[config.mk]
export PLATFORM = sky130hd
export DESIGN_NAME = uart_mmio_periph
export DESIGN_NICKNAME = d
export VERILOG_FILES = /design/src/rtl/uart_mmio_periph.sv
export SDC_FILE = /design/constraint.sdc
export NUM_CORES = 1
export LEC_CHECK = 0
export CORE_AREA = 2 2 187 189
export DETAILED_ROUTE_END_ITERATION = 8
export DIE_AREA = 0 0 189 191
export SYNTH_ARGS = -nofsm -noshare
export SYNTH_HDL_FRONTEND = slang
export SYNTH_SLANG_ARGS = --single-unit
[constraint.sdc]
create_clock -name clk -period 3.95 [get_ports clk]
set_clock_uncertainty 0.2 [all_clocks]
set_input_delay 0.79 -clock clk [delete_from_list [all_inputs] [get_ports clk]]
set_output_delay 0.79 -clock clk [all_outputs]
set_load 0.03 [all_outputs]
[src/rtl/uart_mmio_periph.sv]
// UART MMIO peripheral: 8N1 TX/RX with byte FIFOs and programmable divisor.
// Define UART_IRQ_EN to add the IE register at 0x10 and the irq output.
module uart_fifo #(
    parameter int DEPTH = 8
) (
    input  logic       clk,
    input  logic       rst_n,
    input  logic       push,
    input  logic       pop,
    input  logic [7:0] wdata,
    output logic [7:0] head,
    output logic       full,
    output logic       empty,
    output logic       ovf
);
    localparam int AW = $clog2(DEPTH);
    localparam logic [AW:0] ONE = (AW + 1)'(1);

    logic [7:0]  mem [DEPTH];
    logic [AW:0] wr_ptr;
    logic [AW:0] rd_ptr;
    logic        do_pop;
    logic        do_push;

    // Wrap bit differs and index matches: every slot is occupied.
    assign empty   = (wr_ptr == rd_ptr);
    assign full    = (wr_ptr[AW] != rd_ptr[AW]) &&
                     (wr_ptr[AW-1:0] == rd_ptr[AW-1:0]);
    assign do_pop  = pop && !empty;
    assign do_push = push && (!full || do_pop);
    assign ovf     = push && !do_push;
    assign head    = mem[rd_ptr[AW-1:0]];

    always_ff @(posedge clk) begin
        if (!rst_n) begin
            wr_ptr <= '0;
            rd_ptr <= '0;
        end else begin
            if (do_push) wr_ptr <= wr_ptr + ONE;
            if (do_pop)  rd_ptr <= rd_ptr + ONE;
        end
    end

    always_ff @(posedge clk) begin
        if (do_push) mem[wr_ptr[AW-1:0]] <= wdata;
    end
endmodule

module uart_mmio_periph #(
    parameter int          ADDR_W      = 12,
    parameter int          FIFO_DEPTH  = 8,
    parameter logic [15:0] DEFAULT_DIV = 16'd867
) (
    input  logic              clk,
    input  logic              rst_n,
    input  logic              mmio_valid,
    input  logic              mmio_we,
    input  logic [ADDR_W-1:0] mmio_addr,
    input  logic [31:0]       mmio_wdata,
    input  logic [3:0]        mmio_wstrb,
    output logic              mmio_ready,
    output logic [31:0]       mmio_rdata,
    output logic              uart_tx,
`ifdef UART_IRQ_EN
    output logic              irq,
`endif
    input  logic              uart_rx
);
`ifdef UART_IRQ_EN
    localparam int SW = 3;
`else
    localparam int SW = 2;
`endif

    typedef enum logic [1:0] {TX_IDLE, TX_START, TX_DATA, TX_STOP} tx_state_t;
    typedef enum logic [1:0] {RX_IDLE, RX_START, RX_DATA, RX_STOP} rx_state_t;

    logic [SW-1:0] sel;
    logic          rd_req, wr_req;
    logic [15:0]   div;
    logic [31:0]   rdata_d, status;
    logic [2:0]    clr;
    logic          tx_ovf_q, rx_ovf_q, ferr_q;
    logic          unused;

    assign sel    = mmio_addr[SW+1:2];
    assign rd_req = mmio_valid && !mmio_we && mmio_ready;
    assign wr_req = mmio_valid && mmio_we && mmio_ready;
    assign unused = ^{mmio_addr[ADDR_W-1:SW+2], mmio_addr[1:0],
                      mmio_wdata[31:16], mmio_wstrb[3:2]};

    // FIFOs
    logic       tx_push, tx_pop, tx_full, tx_empty, tx_fovf;
    logic [7:0] tx_head;
    logic       rx_push, rx_pop, rx_full, rx_empty, rx_fovf;
    logic [7:0] rx_head, rx_sh;

    assign tx_push = wr_req && (sel == SW'(0)) && mmio_wstrb[0];
    assign rx_pop  = rd_req && (sel == SW'(1));

    uart_fifo #(.DEPTH(FIFO_DEPTH)) u_tx_fifo (
        .clk(clk), .rst_n(rst_n), .push(tx_push), .pop(tx_pop),
        .wdata(mmio_wdata[7:0]), .head(tx_head), .full(tx_full),
        .empty(tx_empty), .ovf(tx_fovf)
    );

    uart_fifo #(.DEPTH(FIFO_DEPTH)) u_rx_fifo (
        .clk(clk), .rst_n(rst_n), .push(rx_push), .pop(rx_pop),
        .wdata(rx_sh), .head(rx_head), .full(rx_full),
        .empty(rx_empty), .ovf(rx_fovf)
    );

    // Transmitter
    tx_state_t   tx_state, tx_state_d;
    logic [15:0] tx_div, tx_cnt;
    logic [2:0]  tx_bit;
    logic [7:0]  tx_sh;
    logic        tx_q, tx_tick;

    assign tx_tick = (tx_cnt == tx_div);
    assign uart_tx = tx_q;

    always_ff @(posedge clk) begin
        if (!rst_n) tx_state <= TX_IDLE;
        else        tx_state <= tx_state_d;
    end

    always_comb begin
        tx_state_d = tx_state;
        tx_pop     = 1'b0;
        unique case (tx_state)
            TX_IDLE: begin
                if (!tx_empty) begin
                    tx_state_d = TX_START;
                    tx_pop     = 1'b1;
                end
            end
            TX_START: if (tx_tick) tx_state_d = TX_DATA;
            TX_DATA: begin
                if (tx_tick && tx_bit == 3'd7) tx_state_d = TX_STOP;
            end
            TX_STOP: begin
                if (tx_tick) begin
                    tx_state_d = tx_empty ? TX_IDLE : TX_START;
                    tx_pop     = !tx_empty;
                end
            end
            default: tx_state_d = TX_IDLE;
        endcase
    end

    always_ff @(posedge clk) begin
        if (!rst_n) begin
            tx_q   <= 1'b1;
            tx_cnt <= '0;
            tx_div <= '0;
            tx_bit <= '0;
            tx_sh  <= '0;
        end else if (tx_pop) begin
            tx_q   <= 1'b0;
            tx_cnt <= '0;
            tx_div <= div;
            tx_bit <= '0;
            tx_sh  <= tx_head;
        end else if (tx_state != TX_IDLE) begin
            if (!tx_tick) begin
                tx_cnt <= tx_cnt + 16'd1;
            end else begin
                tx_cnt <= '0;
                case (tx_state)
                    TX_START: tx_q <= tx_sh[0];
                    TX_DATA: begin
                        tx_bit <= tx_bit + 3'd1;
                        if (tx_bit == 3'd7) begin
                            tx_q <= 1'b1;
                        end else begin
                            tx_q  <= tx_sh[1];
                            tx_sh <= tx_sh >> 1;
                        end
                    end
                    default: tx_q <= 1'b1;
                endcase
            end
        end
    end

    // Receiver
    rx_state_t   rx_state, rx_state_d;
    logic        rx_s1, rx_s2, rx_prev;
    logic [15:0] rx_div, rx_cnt;
    logic [2:0]  rx_bit;
    logic        rx_tick, rx_half, rx_ferr;

    assign rx_tick = (rx_cnt == rx_div);
    assign rx_half = (rx_cnt == (rx_div >> 1));

    always_ff @(posedge clk) begin
        if (!rst_n) rx_state <= RX_IDLE;
        else        rx_state <= rx_state_d;
    end

    always_comb begin
        rx_state_d = rx_state;
        rx_push    = 1'b0;
        rx_ferr    = 1'b0;
        unique case (rx_state)
            RX_IDLE:  if (rx_prev && !rx_s2) rx_state_d = RX_START;
            RX_START: if (rx_half) rx_state_d = rx_s2 ? RX_IDLE : RX_DATA;
            RX_DATA: begin
                if (rx_tick && rx_bit == 3'd7) rx_state_d = RX_STOP;
            end
            RX_STOP: begin
                if (rx_tick) begin
                    rx_state_d = RX_IDLE;
                    rx_push    = rx_s2;
                    rx_ferr    = !rx_s2;
                end
            end
            default: rx_state_d = RX_IDLE;
        endcase
    end

    always_ff @(posedge clk) begin
        if (!rst_n) begin
            rx_s1   <= 1'b1;
            rx_s2   <= 1'b1;
            rx_prev <= 1'b1;
            rx_cnt  <= '0;
            rx_div  <= '0;
            rx_bit  <= '0;
            rx_sh   <= '0;
        end else begin
            rx_s1   <= uart_rx;
            rx_s2   <= rx_s1;
            rx_prev <= rx_s2;
            case (rx_state)
                RX_IDLE: begin
                    rx_cnt <= '0;
                    rx_bit <= '0;
                    rx_div <= div;
                end
                RX_START: rx_cnt <= rx_half ? 16'd0 : rx_cnt + 16'd1;
                default: begin
                    if (!rx_tick) begin
                        rx_cnt <= rx_cnt + 16'd1;
                    end else begin
                        rx_cnt <= '0;
                        if (rx_state == RX_DATA) begin
                            rx_sh  <= {rx_s2, rx_sh[7:1]};
                            rx_bit <= rx_bit + 3'd1;
                        end
                    end
                end
            endcase
        end
    end

    // Register file
    assign clr = (wr_req && sel == SW'(2) && mmio_wstrb[0]) ?
                 mmio_wdata[7:5] : 3'b000;

    assign status = {24'h0, ferr_q, rx_ovf_q, tx_ovf_q,
                     tx_state != TX_IDLE, rx_full, !rx_empty,
                     tx_empty, tx_full};

`ifdef UART_IRQ_EN
    logic [2:0] ie;
    logic       any_err;

    assign any_err = ferr_q | rx_ovf_q | tx_ovf_q;

    always_ff @(posedge clk) begin
        if (!rst_n) begin
            ie  <= '0;
            irq <= 1'b0;
        end else begin
            if (wr_req && sel == SW'(4) && mmio_wstrb[0]) ie <= mmio_wdata[2:0];
            irq <= |(ie & {any_err, tx_empty, !rx_empty});
        end
    end
`endif

    always_comb begin
        rdata_d = '0;
        case (sel)
            SW'(1): rdata_d = rx_empty ? 32'h0 : {1'b1, 23'h0, rx_head};
            SW'(2): rdata_d = status;
            SW'(3): rdata_d = {16'h0, div};
`ifdef UART_IRQ_EN
            SW'(4): rdata_d = {29'h0, ie};
`endif
            default: rdata_d = '0;
        endcase
    end

    always_ff @(posedge clk) begin
        if (!rst_n) begin
            mmio_ready <= 1'b0;
            mmio_rdata <= '0;
            div        <= DEFAULT_DIV;
            tx_ovf_q   <= 1'b0;
            rx_ovf_q   <= 1'b0;
            ferr_q     <= 1'b0;
        end else begin
            mmio_ready <= 1'b1;
            if (rd_req) mmio_rdata <= rdata_d;
            if (wr_req && sel == SW'(3)) begin
                if (mmio_wstrb[0]) div[7:0]  <= mmio_wdata[7:0];
                if (mmio_wstrb[1]) div[15:8] <= mmio_wdata[15:8];
            end
            // A new event in the same cycle as a clear keeps the bit set.
            tx_ovf_q <= tx_fovf | (tx_ovf_q & ~clr[0]);
            rx_ovf_q <= rx_fovf | (rx_ovf_q & ~clr[1]);
            ferr_q   <= rx_ferr | (ferr_q & ~clr[2]);
        end
    end
endmodule

# ---- Word level (Yosys, flattened, before mapping)
# Memory sizes are Yosys's and may differ from the RTL's. A register that Yosys moved wholly into a read port is not among the register bits.
# Index checks and enable logic that the tools add are counted.
dict set report op_classes {
  n_addsub 8
  multipliers 0
  div_mod_pow 0
  n_lt_le_gt_ge 0
  n_eq_ne 29
  shifts 0
  mux 48
  n_bitwise 12
  n_reduce_logical 51
}
# op count
set op_table {}
lappend op_table {{32-bit case mux with 3 select lines} 1}
lappend op_table {{16-bit two-way mux} 3}
lappend op_table {{8-bit two-way mux} 5}
lappend op_table {{16-bit by 1-bit adder with 16-bit output (second input constant)} 2}
lappend op_table {{16-bit == test} 2}
lappend op_table {{32-bit two-way mux} 1}
lappend op_table {{16-bit case mux with 2 select lines} 1}
lappend op_table {{1-bit logical AND} 21}
lappend op_table {{3-bit two-way mux} 7}
lappend op_table {{2-bit two-way mux} 9}
lappend op_table {{4-bit by 1-bit adder with 4-bit output (second input constant)} 4}
lappend op_table {{16-bit by 15-bit == test with 1-bit output} 1}
lappend op_table {{1-bit two-way mux} 16}
lappend op_table {{2-bit inequality test (second input constant)} 8}
lappend op_table {{2-bit case mux with 4 select lines} 2}
lappend op_table {{2-bit == test (second input constant)} 6}
lappend op_table {{4-bit AND reduction} 3}
lappend op_table {{2-bit nonzero test} 6}
lappend op_table {{3-bit AND reduction} 3}
lappend op_table {{4-bit == test} 2}
lappend op_table {{1-bit logical NOT} 8}
lappend op_table {{3-bit by 1-bit adder with 3-bit output (second input constant)} 2}
lappend op_table {{2-bit by 1-bit == test with 1-bit output (second input constant)} 3}
lappend op_table {{3-bit == test} 2}
lappend op_table {{12 further kinds} 30}
dict set report totals {
  reg_bits 162
  latchBits 0
  ramBits 128
  mem_bits_ro 0
  in_bits 53
  out_inout_bits 34
  wordCells 175
  memories 2
}
# name depth word_bits rd rd_clocked_by_memory_dff write_ports line
set mem_list {}
lappend mem_list {u_rx_fifo.mem 8 8 1 1 1 19} ;# logic [7:0] mem [DEPTH];
lappend mem_list {u_tx_fifo.mem 8 8 1 1 1 19}

# ---- Longest topological paths before layout
# Gate-level depths: netlist of the first run.
dict set report depth {
  ltp_word 10
  depth_mapped 9
  depth_no_buf 8
}

# ---- By module
# A second synthesis of the first run with hierarchy kept.
dict set report unflattened {
  cells_unflattened 992
  hier_area_um2 12076.6
}
# mod instances cells_each area_per_inst_um2 seq_area_each_um2
set modules_own_cells {}
lappend modules_own_cells {uart_mmio_periph 1 662 6085.8 2622.5}
lappend modules_own_cells {uart_fifo 2 165 2995.4 2142.1}

# ---- Worst setup path before layout of the first run
# Ideal clock, no wire load.
dict set report synth_path {
  path_type {in2reg}
  startpoint {input mmio_addr[2]}
  endpoint {memory u_rx_fifo.mem[1][0] (enable)}
  t_arrival_ps 2525
  t_required_ps 3367
  path_slack_ps 842
  path_stages 7
  path_buffers 2
  cell_sequence {clkbuf_1 nand2b_1 nor2_1 nor2_1 or4_1 buf_2 nor3_1}
}
dict set report synth_via {
  elab_chain_len 7
}
# item line
set synth_rtl {}
lappend synth_rtl {{start, declared} 58} ;# input logic [ADDR_W-1:0] mmio_addr,
lappend synth_rtl {{2-bit by 1-bit == test with 1-bit output} 99} ;# assign rx_pop = rd_req && (sel == SW'(1));
lappend synth_rtl {{1-bit logical AND} 99}
lappend synth_rtl {{1-bit logical AND} 29} ;# assign do_pop = pop && !empty;
lappend synth_rtl {{1-bit logical OR} 30} ;# assign do_push = push && (!full || do_pop);
lappend synth_rtl {{1-bit logical AND} 30}
lappend synth_rtl {{1-bit two-way mux} 45} ;# if (do_push) mem[wr_ptr[AW-1:0]] <= wdata;
lappend synth_rtl {{1-bit two-way mux (implied by the code)} 45}
lappend synth_rtl {{end, declared} 19}
# Every way passes these cells.

# ---- Worst setup path in the final report of the first run
dict set report layout_path {
  startpoint {input mmio_valid}
  endpoint {memory u_tx_fifo.mem[0][5] (enable)}
}
dict set report layout_via {
  elab_chain_len 7
}
# item line
set layout_rtl {}
lappend layout_rtl {{start, declared} 56} ;# input logic mmio_valid,
lappend layout_rtl {{1-bit logical AND (2 in series)} 88} ;# assign wr_req = mmio_valid && mmio_we && mmio_ready;
lappend layout_rtl {{1-bit logical AND (2 in series)} 98} ;# assign tx_push = wr_req && (sel == SW'(0)) && mmio_wstrb[0];
lappend layout_rtl {{1-bit logical AND} 30}
lappend layout_rtl {{1-bit two-way mux} 45}
lappend layout_rtl {{1-bit two-way mux (implied by the code)} 45}
lappend layout_rtl {{end, declared} 19}
# Every way passes these cells.

==> results of run 1 <==
==> power by group <==
part	total [mW]	internal, mW	switching, mW
Combinational	0.959	0.419	0.541
Clock	2.80	1.67	1.13
Sequential	3.22	3.13	0.0907
Total	6.99	5.22	1.76
==> worst register-to-register path, delay by kind of cell, from the launching register on <==
| family | cells | cell delay [ns] |
|---|---|---|
| and+or+nand+nor | 4 | 1.18 |
| AOI/OAI and AO/OA | 1 | 0.61 |
| DFF | 1 | 0.35 |
| buffers and inverters | 1 | 0.21 |
| xor gates and xnor gates | 1 | 0.16 |
==> layout by cell type (no fill, tap or decap), types with 5 or more instances in the layout <==
| master | netlist | final |
|---|---|---|
| inv_1 | 10 | 10 |
| mux4_2 | 32 | 32 |
| nand2b_1 | 13 | 13 |
| nand4_1 | 11 | 11 |
| a21oi_1 | 54 | 54 |
| o21a_1 | 8 | 8 |
| nor2_1 | 114 | 114 |
| nand2_1 | 98 | 98 |
| nand3_1 | 23 | 23 |
| conb_1 | 1 | 15 |
| and3_1 | 6 | 6 |
| edfxtp_1 | 128 | 128 |
| nor2b_1 | 5 | 5 |
| clkbuf_16 | 0 | 29 |
| clkdlybuf4s50_1 | 0 | 43 |
| xor2_1 | 67 | 67 |
| nor4_1 | 13 | 13 |
| mux2i_1 | 64 | 64 |
| mux2_2 | 13 | 13 |
| nor3_1 | 8 | 8 |
| buf_4 | 15 | 28 |
| ha_1 | 14 | 14 |
| xnor2_1 | 20 | 20 |
| and2_1 | 5 | 5 |
| dfxtp_1 | 153 | 153 |
| clkinv_2 | 0 | 5 |
| clkbuf_8 | 0 | 7 |
| or3_1 | 8 | 8 |
| o21ai_0 | 24 | 24 |
==> per-layer routing <==
layer | vias up | wire, µm | global-route usage (%)
met5 | - | 23 | 0
met4 | 4 | 645 | 3.85
met3 | 43 | 1370 | 3.30
met2 | 128 | 12500 | 24.5
met1 | 3567 | 11300 | 18.4
li1 | 3611 | - | -
==> cell families after synthesis <==
group                    synth area share (%)
AO/OA/AOI/OAI                            5.37
XOR/XNOR                                 6.44
adder cells (fa/ha/maj)                  1.48
buffers and inverters                    3.30
flip-flops                               58.4
multiplexers                             12.7
other                                  0.0317
AND/OR/NAND/NOR                          12.3
==> state kept, by name, indices dropped and copies added, names as in the netlist, 2 cells and up, named ones only <==
register	flops
u_rx_fifo.wr_ptr	4
rx_sh	8
rx_cnt	16
u_rx_fifo.rd_ptr	4
tx_cnt	16
rx_bit	3
tx_state	2
tx_div	16
u_tx_fifo.rd_ptr	4
div	16
mmio_rdata	17
u_rx_fifo.mem	64
rx_div	16
u_tx_fifo.wr_ptr	4
tx_bit	3
tx_sh	8
u_tx_fifo.mem	64
==> layout make-up <==
class                      instances  area (µm²)  area share (%)
tap                              455         569            4.13
timing repair buffer              73         681            4.94
clock inverter                    16         166            1.21
clock buffer                      38         830            6.01
multi-input combinational        652        4600            33.3
inverter                          11        41.3           0.299
sequential                       281        6910            50.1
==> stage by stage <==
stage	setup WS, ns	std cells
after detailed placement	0.232	1472
final	0.709	1526
after CTS	0.800	1526
after floorplan	0.842	1013
after global routing	0.514	1526
after global placement	0.308	1472
==> worst min path at each step <==
| stage | to | slack, ns | depth (start not counted) |
|---|---|---|---|
| after floorplan | rx_s2 | 0.19 | 1 |
| after global placement | mmio_rdata[12] | 0.24 | 2 |
| after detailed placement | mmio_rdata[9] | 0.25 | 2 |
| after CTS | mmio_rdata[9] | 0.26 | 2 |
| after global routing | mmio_rdata[13] | 0.28 | 2 |
| final | mmio_rdata[9] | 0.25 | 2 |
==> flow_summary.json, run 1 <==
{
  "synth_seq_area_share_pct": 58.4,
  "ys_types": 55,
  "postSynthCellCount": 999,
  "ios": 87,
  "rsz0062_at_grt": "false",
  "hp-start": "mmio_rdata[9]",
  "yosys-top-cells-count": "dfxtp_1 (153), edfxtp_1 (128), nor2_1 (114), nand2_1 (98), xor2_1 (67)",
  "pwr_density_cell_nw_per_um2": 507,
  "crit_arrival_ns": 3.28,
  "holdBufCountCts": 0,
  "grt_pass1_wl_mm": 40.8,
  "post-cts-setup-buffers": 0,
  "whs_ns": 0.251,
  "rows": 68,
  "fmax_mhz": 309,
  "synth.most_common_cell": "dfxtp_1",
  "drc_errors": 0,
  "cap_violations": 0,
  "final-setup-viol-count": 0,
  "p_leak_nw": 4.84,
  "postSynthAreaPerCell_um2": 11.8,
  "place.gp.congestion": 0.770,
  "critical-path-top-delay-family": "simple AND/OR/NAND/NOR gates",
  "yosys-top-cells-area": "edfxtp_1 (32%), dfxtp_1 (26%), mux4_2 (6.1%), mux2i_1 (5.4%), xor2_1 (5.0%)",
  "finalSetupTns_ns": 0,
  "worstPathMaxFanout": 8,
  "crit_path_start": "mmio_valid",
  "crit_buf_inv": 2,
  "cts_made_buffers": 29,
  "grt_overflow": 0,
  "vdd_drop_max_v": 0.000315,
  "design_area_um2": 13800,
  "initial_core_util_pct": 34.7,
  "numPortBuffers": 43,
  "post-route-util_pct": 40.4,
  "crit_end": "u_tx_fifo.mem[0][5]",
  "fillCellCount": 3222,
  "cp-start-kind": "input pin",
  "cts-root-buf": "clkbuf_16",
  "grt_max_degree": 79,
  "synth_area_leader_cell": "edfxtp_1",
  "synth_edf_count": 128,
  "worstReg2RegEnd": "u_tx_fifo.mem[0][5]",
  "synth_top_area_share_pct": 32.5,
  "power_mw": 6.99,
  "ys.flop_type": "dfxtp_1",
  "cts.htree.levels": 1,
  "syn2layout_area_growth_pct": 16.6,
  "path_cells": "clkdlybuf4s50_1 -> nand4_1 -> nor3_1 -> nand2_1 -> o31ai_1 -> nand2b_1 -> nor3_1 -> buf_4",
  "hold_viol": 0,
  "cts.sinks": 281,
  "ys_seq_elements": 281,
  "slowest_delay_ns": 0.53,
  "required_ns": 3.99,
  "r2r-start": "tx_cnt[11]",
  "place_area_um2": 12800,
  "die_height_um": 191,
  "cp_num_cells": 8,
  "vias": 7353,
  "avgViaCountPerCell": 4.82,
  "syn_area_um2": 11800,
  "crit_type": "in2reg",
  "final_nets": 1115,
  "slew_viol_final": 0,
  "cp_slowest_cell": "clkdlybuf4s50_1",
  "drtPass1Iterations": 5,
  "cts_buffer_depth": 3,
  "die_w_um": 189,
  "wl_per_cell_um": 16.9,
  "outcome": "complete, no violations",
  "relSlewSlack_pct": 33.1,
  "ant_nets": 0,
  "end_kind": "flip-flop",
  "period_needed_ns": 3.24,
  "grt_pass1_vias": 7289,
  "grt_usage_pct": 14.4,
  "antenna_cells": 0,
  "clkTransAtPathRegs_ns": 0.06,
  "async_flop_share_pct": 0,
  "tightestPinTransition_ns": 0.999,
  "dieArea_um2": 36100,
  "antenna_found_initial": 3,
  "drive_gt1_share_pct": 12.1,
  "wl_mm": 25.8,
  "cts_resized": 0,
  "worstHoldPathType": "reg2reg",
  "core_area_um2": 34100,
  "r2r_slack_ns": 0.94,
  "drt_iter0_drc": 474,
  "synth_warnings": 0,
  "r2r_cells": 7,
  "worstSkewPairLatency_ns": 0.55,
  "cpMostUsedCell": "nor3_1",
  "hpwl_mm": 18.2,
  "cts_tree": "built",
  "finalCritPeriodShare_pct": 82.0
}
Note: power is estimated with default switching activity, not from simulation.
==> inputs of run 2 (changes only) <==
==> constraint.sdc (replaced) <==
create_clock -name clk -period 3.25 [get_ports clk]
set_clock_uncertainty 0.2 [all_clocks]
set_input_delay 0.65 -clock clk [delete_from_list [all_inputs] [get_ports clk]]
set_output_delay 0.65 -clock clk [all_outputs]
set_load 0.03 [all_outputs]
==> run 2 against run 1 <==
Total power grew 24%. Clock power is 26% higher. Core utilization grew 0.44 points. Sequential share of layout area fell by 0.53 points. Global-route usage fell by 0.15 points. Cell area rose by 1.1%. Combinational power grew 25%. Final cell count grew 1.2%. Largest cell class unchanged.
==> flow_summary.json, run 2 (synthesis results as in run 1) <==
{
  "die_w_um": 189,
  "drt_iter0_drc": 516,
  "drtPass1Iterations": 5,
  "rows": 68,
  "syn2layout_area_growth_pct": 17.8,
  "worstReg2RegEnd": "u_rx_fifo.mem[1][5]",
  "worstHoldPathType": "reg2reg",
  "grt_pass1_wl_mm": 40.4,
  "r2r_slack_ns": 0.45,
  "place_inst": 1486,
  "cts_made_buffers": 31,
  "cts.sinks": 281,
  "holdBufCountCts": 0,
  "dieArea_um2": 36100,
  "cts_tree": "built",
  "power_mw": 8.66,
  "ant_nets": 0,
  "cts-root-buf": "clkbuf_16",
  "whs_path_depth": 1,
  "drive_gt1_share_pct": 12.9,
  "grt_pass1_vias": 7273,
  "fmax_mhz": 358,
  "worstPathMaxFanout": 8,
  "path_cells": "xor2_1 -> nor4_1 -> nand4_1 -> or4_1 -> nor3_1 -> buf_4",
  "cp_slowest_cell": "or4_1",
  "slew_viol_final": 0,
  "slowest_delay_ns": 0.67,
  "grt_usage_pct": 14.3,
  "cap_violations": 0,
  "multi_input_area_um2": 4600,
  "worstHoldEndpoint": "rx_s2",
  "fillCellCount": 3219,
  "cp-start-kind": "flip-flop",
  "ios": 87,
  "period_needed_ns": 2.80,
  "antenna_found_initial": 1,
  "worstSkewPairLatency_ns": 0.57,
  "instances_no_fill": 1544,
  "required_ns": 3.33,
  "grt_overflow": 0,
  "post-cts-setup-buffers": 0,
  "initial_core_util_pct": 34.7,
  "place.gp.congestion": 0.785,
  "outcome": "complete, no violations",
  "crit_type": "reg2reg",
  "clkTransAtPathRegs_ns": 0.06,
  "hold_viol": 0,
  "cts.htree.levels": 1,
  "finalCritPeriodShare_pct": 86.0,
  "pwr_density_cell_nw_per_um2": 621,
  "cts_resized": 0,
  "wl_per_cell_um": 16.5,
  "mostFrequentLayoutCells": "dfxtp_1 (153), edfxtp_1 (128), nor2_1 (114)",
  "end_kind": "flip-flop",
  "mostFrequentLayoutCell": "dfxtp_1",
  "numPortBuffers": 43,
  "hp-start": "rx_s1",
  "tightestPinTransition_ns": 1.05,
  "die_height_um": 191,
  "drc_errors": 0,
  "r2r-start": "rx_cnt[1]",
  "final_nets": 1131,
  "core_area_um2": 34100,
  "rsz0062_at_grt": "false",
  "p_leak_nw": 4.94,
  "hpwl_mm": 18.2,
  "antenna_cells": 0,
  "final-setup-viol-count": 0,
  "vdd_drop_max_v": 0.000427,
  "regArea_um2": 6910,
  "cts_buffer_depth": 3,
  "vias": 7405,
  "finalSetupTns_ns": 0,
  "avgViaCountPerCell": 4.80,
  "grt_max_degree": 66,
  "r2r_cells": 6,
  "relSlewSlack_pct": 29.7,
  "crit_arrival_ns": 2.88,
  "wl_mm": 25.5
}
-- run 2: cell count changes in the layout (fill, tap and decap cells not counted) --
cell,before,now
buf_12,2,1
clkinv_2,5,3
clkbuf_1,2,10
clkinvlp_4,3,0
inv_6,2,0
clkinv_4,0,1
buf_4,28,43
clkbuf_8,7,5
clkbuf_16,29,32
inv_16,0,1
-- run 2: stage by stage --
step	hold WS (ns)	cell area [µm²]	utilization (%)	setup slack (ns)
after global placement	0.207	12900	37.8	0.0264
final	0.221	13900	40.9	0.455
after floorplan	0.186	11900	-	0.282
after detailed placement	0.201	12900	37.8	-0.0255
after global routing	0.256	13900	40.9	0.309
after CTS	0.227	13900	40.9	0.439
-- run 2: how the worst max path moves through the flow --
stage                                     end  slack (ns)    startpoint
final                     u_rx_fifo.mem[1][5]        0.45     rx_cnt[1]
after global routing      u_rx_fifo.mem[1][4]        0.31     rx_cnt[1]
after CTS                 u_rx_fifo.mem[1][3]        0.44     rx_cnt[1]
after detailed placement  u_tx_fifo.mem[0][6]       -0.03       mmio_we
after global placement    u_tx_fifo.mem[0][6]        0.03       mmio_we
after floorplan           u_rx_fifo.mem[1][0]        0.28  mmio_addr[2]
-- run 2: metal layers --
metal | track usage (%) | share of wire [%] | vias up
met5 | 0 | 0 | -
li1 | - | - | 3658
met2 | 24.9 | 49 | 125
met4 | 3.55 | 1.9 | 0
met3 | 2.46 | 4.3 | 36
met1 | 18.3 | 45 | 3586
-- run 2: cell type report --
type                       instances  share of cell area (%)
multi-input combinational        652                    33.0
clock inverter                    11                    1.04
timing repair buffer              87                    5.55
clock buffer                      47                    6.51
inverter                          11                   0.296
tap                              455                    4.08
sequential                       281                    49.5
-- run 2: report_power, final --
group / switching [mW] / internal [mW]
clock network: 1.38 / 2.16
registers: 0.109 / 3.81
logic: 0.663 / 0.539
-- run 2: worst max-delay path: cells and delay by family (launching register included) --
kind | cells | cell delay [ns]
buf+inv | 1 | 0.21
xor+xnor | 1 | 0.11
flops | 1 | 0.47
simple gates | 4 | 1.52
==> inputs of run 3 (changes only) <==
--- a/config.mk
+++ b/config.mk
@@ -5,7 +5,9 @@
 export SDC_FILE = /design/constraint.sdc
 export NUM_CORES = 1
 export LEC_CHECK = 0
+export CAP_MARGIN = 10
 export CORE_AREA = 2 2 187 189
+export CTS_CLUSTER_DIAMETER = 50
 export DETAILED_ROUTE_END_ITERATION = 8
 export DIE_AREA = 0 0 189 191
 export SYNTH_ARGS = -nofsm -noshare
==> run 3 against run 2 <==
Final cell count increased by 0.45%. Worst hold slack about the same. Register-to-register slack improved by 0.02 ns. Sequential cell count unchanged. Cell area increased by 0.63%. Core utilization increased by 0.26 points. Largest cell class unchanged. Wire length increased by 0.64%.
==> flow_summary.json, run 3 (synthesis results as in run 1) <==
{
  "outcome": "complete, no violations",
  "core_area_um2": 34100,
  "crit_type": "reg2reg",
  "drc_errors": 0,
  "avgViaCountPerCell": 4.77,
  "whs_path_depth": 1,
  "cts_made_buffers": 36,
  "end_kind": "flip-flop",
  "antenna_cells": 0,
  "cts_buffer_depth": 3,
  "pwr_density_cell_nw_per_um2": 632,
  "cts_resized": 0,
  "cts_tree": "built",
  "grt_pass1_wl_mm": 40.6,
  "worstSkewPairLatency_ns": 0.52,
  "clkTransAtPathRegs_ns": 0.06,
  "vdd_drop_max_v": 0.000449,
  "crit_arrival_ns": 2.80,
  "post-route-util_pct": 41.1,
  "design_area_um2": 14000,
  "slew_viol_final": 0,
  "initial_core_util_pct": 34.7,
  "drive_gt1_share_pct": 13.8,
  "path_cells": "xor2_1 -> nor4_1 -> nand4_1 -> or4_1 -> nor3_1 -> buf_4",
  "fmax_mhz": 360,
  "wl_per_cell_um": 16.5,
  "place.gp.congestion": 0.785,
  "worstPathMaxFanout": 8,
  "setup_ws_ns": 0.475,
  "grt_max_degree": 66,
  "syn2layout_area_growth_pct": 18.6,
  "ios": 87,
  "ant_nets": 0,
  "worstHoldEndpoint": "rx_s2",
  "final_nets": 1136,
  "grt_overflow": 0,
  "r2r-start": "rx_cnt[1]",
  "cts.sinks": 281,
  "slowest_delay_ns": 0.67,
  "die_height_um": 191,
  "tightestPinTransition_ns": 1.05,
  "dieArea_um2": 36100,
  "worstReg2RegEnd": "u_rx_fifo.mem[1][3]",
  "vias": 7395,
  "die_w_um": 189,
  "cp-start-kind": "flip-flop",
  "pre_cts_slack_ns": -0.0255,
  "post-cts-setup-buffers": 0,
  "dr_wl_met3_mm": 1.06,
  "drt-met1-wl_mm": 11.7,
  "mostFrequentLayoutCell": "dfxtp_1",
  "cp_slowest_cell": "or4_1",
  "relSlewSlack_pct": 29.7,
  "cts.htree.levels": 2,
  "drt_iter0_drc": 504,
  "hpwl_mm": 18.2,
  "cap_violations": 0,
  "hold_viol": 0,
  "whs_ns": 0.221,
  "finalCritPeriodShare_pct": 85.4,
  "rows": 68,
  "dr.max_layer_used": "met4",
  "period_needed_ns": 2.78,
  "power_mw": 8.86,
  "drtPass1Iterations": 5,
  "numPortBuffers": 43,
  "cts-root-buf": "clkbuf_16",
  "fillCellCount": 3208,
  "required_ns": 3.28,
  "wl_mm": 25.7,
  "r2r_slack_ns": 0.47,
  "r2r_cells": 6,
  "antenna_found_initial": 1,
  "place_area_um2": 12900,
  "worstHoldPathType": "reg2reg",
  "final-setup-viol-count": 0,
  "grt_pass1_vias": 7305,
  "wl_met2_mm": 12.4,
  "rsz0062_at_grt": "false",
  "holdBufCountCts": 0,
  "mostFrequentLayoutCells": "dfxtp_1 (153), edfxtp_1 (128), nor2_1 (114)",
  "grt_usage_pct": 14.3,
  "hp-start": "rx_s1",
  "p_leak_nw": 4.99
}
run 3: cell types whose count changed in the layout (fill, tap and decap cells not counted), moves of 2 or more:
cell       previous run  this run
clkinv_2              3         8
clkinv_4              1         4
clkbuf_16            32        37
bufinv_16             3         1
clkbuf_8              5         1
clkbuf_1             10         6
run 3: worst max path at each step:
stage                 startpoint             endpoint  slack [ns]  cells after the start
floorplan           mmio_addr[2]  u_rx_fifo.mem[1][0]        0.28                      7
detailed placement       mmio_we  u_tx_fifo.mem[0][6]       -0.03                     10
CTS                    rx_cnt[1]  u_rx_fifo.mem[1][7]        0.45                      6
global placement         mmio_we  u_tx_fifo.mem[0][6]        0.03                     10
global route           rx_cnt[1]  u_rx_fifo.mem[1][3]        0.33                      6
finish                 rx_cnt[1]  u_rx_fifo.mem[1][3]        0.47                      6
run 3: metrics by stage:
step / setup TNS (ns) / cells
6_report: 0 / 1551
5_1_grt: 0 / 1551
4_1_cts: 0 / 1551
3_5_place_dp: -0.200 / 1486
3_3_place_gp: 0 / 1486
2_1_floorplan: 0 / 1013
run 3: report_power, final:
part | internal [mW] | total [mW] | switching, mW
Sequential | 3.81 | 3.92 | 0.109
Combinational | 0.539 | 1.20 | 0.664
Clock | 2.22 | 3.74 | 1.52
Total | 6.57 | 8.86 | 2.29
run 3: layer usage:
metal	up-vias	global-route usage, %
li1	3670	-
met1	3565	18.4
met2	118	24.7
met3	42	2.88
met4	0	3.88
met5	-	0
run 3: critical path, delay by kind of cell, from the launching register on:
family                 cells  cell delay [ns]
flip-flops                 1             0.47
XOR/XNOR                   1             0.11
buffers and inverters      1             0.21
AND/OR/NAND/NOR            4             1.51
run 3: layout make-up:
cell class	instances	area (µm²)	share of cell area, %
Timing Repair Buffer	87	773	5.51
Clock inverter	21	178	1.27
Inverter	11	41.3	0.294
Clock buffer	44	962	6.86
Tap cell	455	569	4.06
Multi-Input combinational cell	652	4600	32.8
Sequential cell	281	6910	49.2
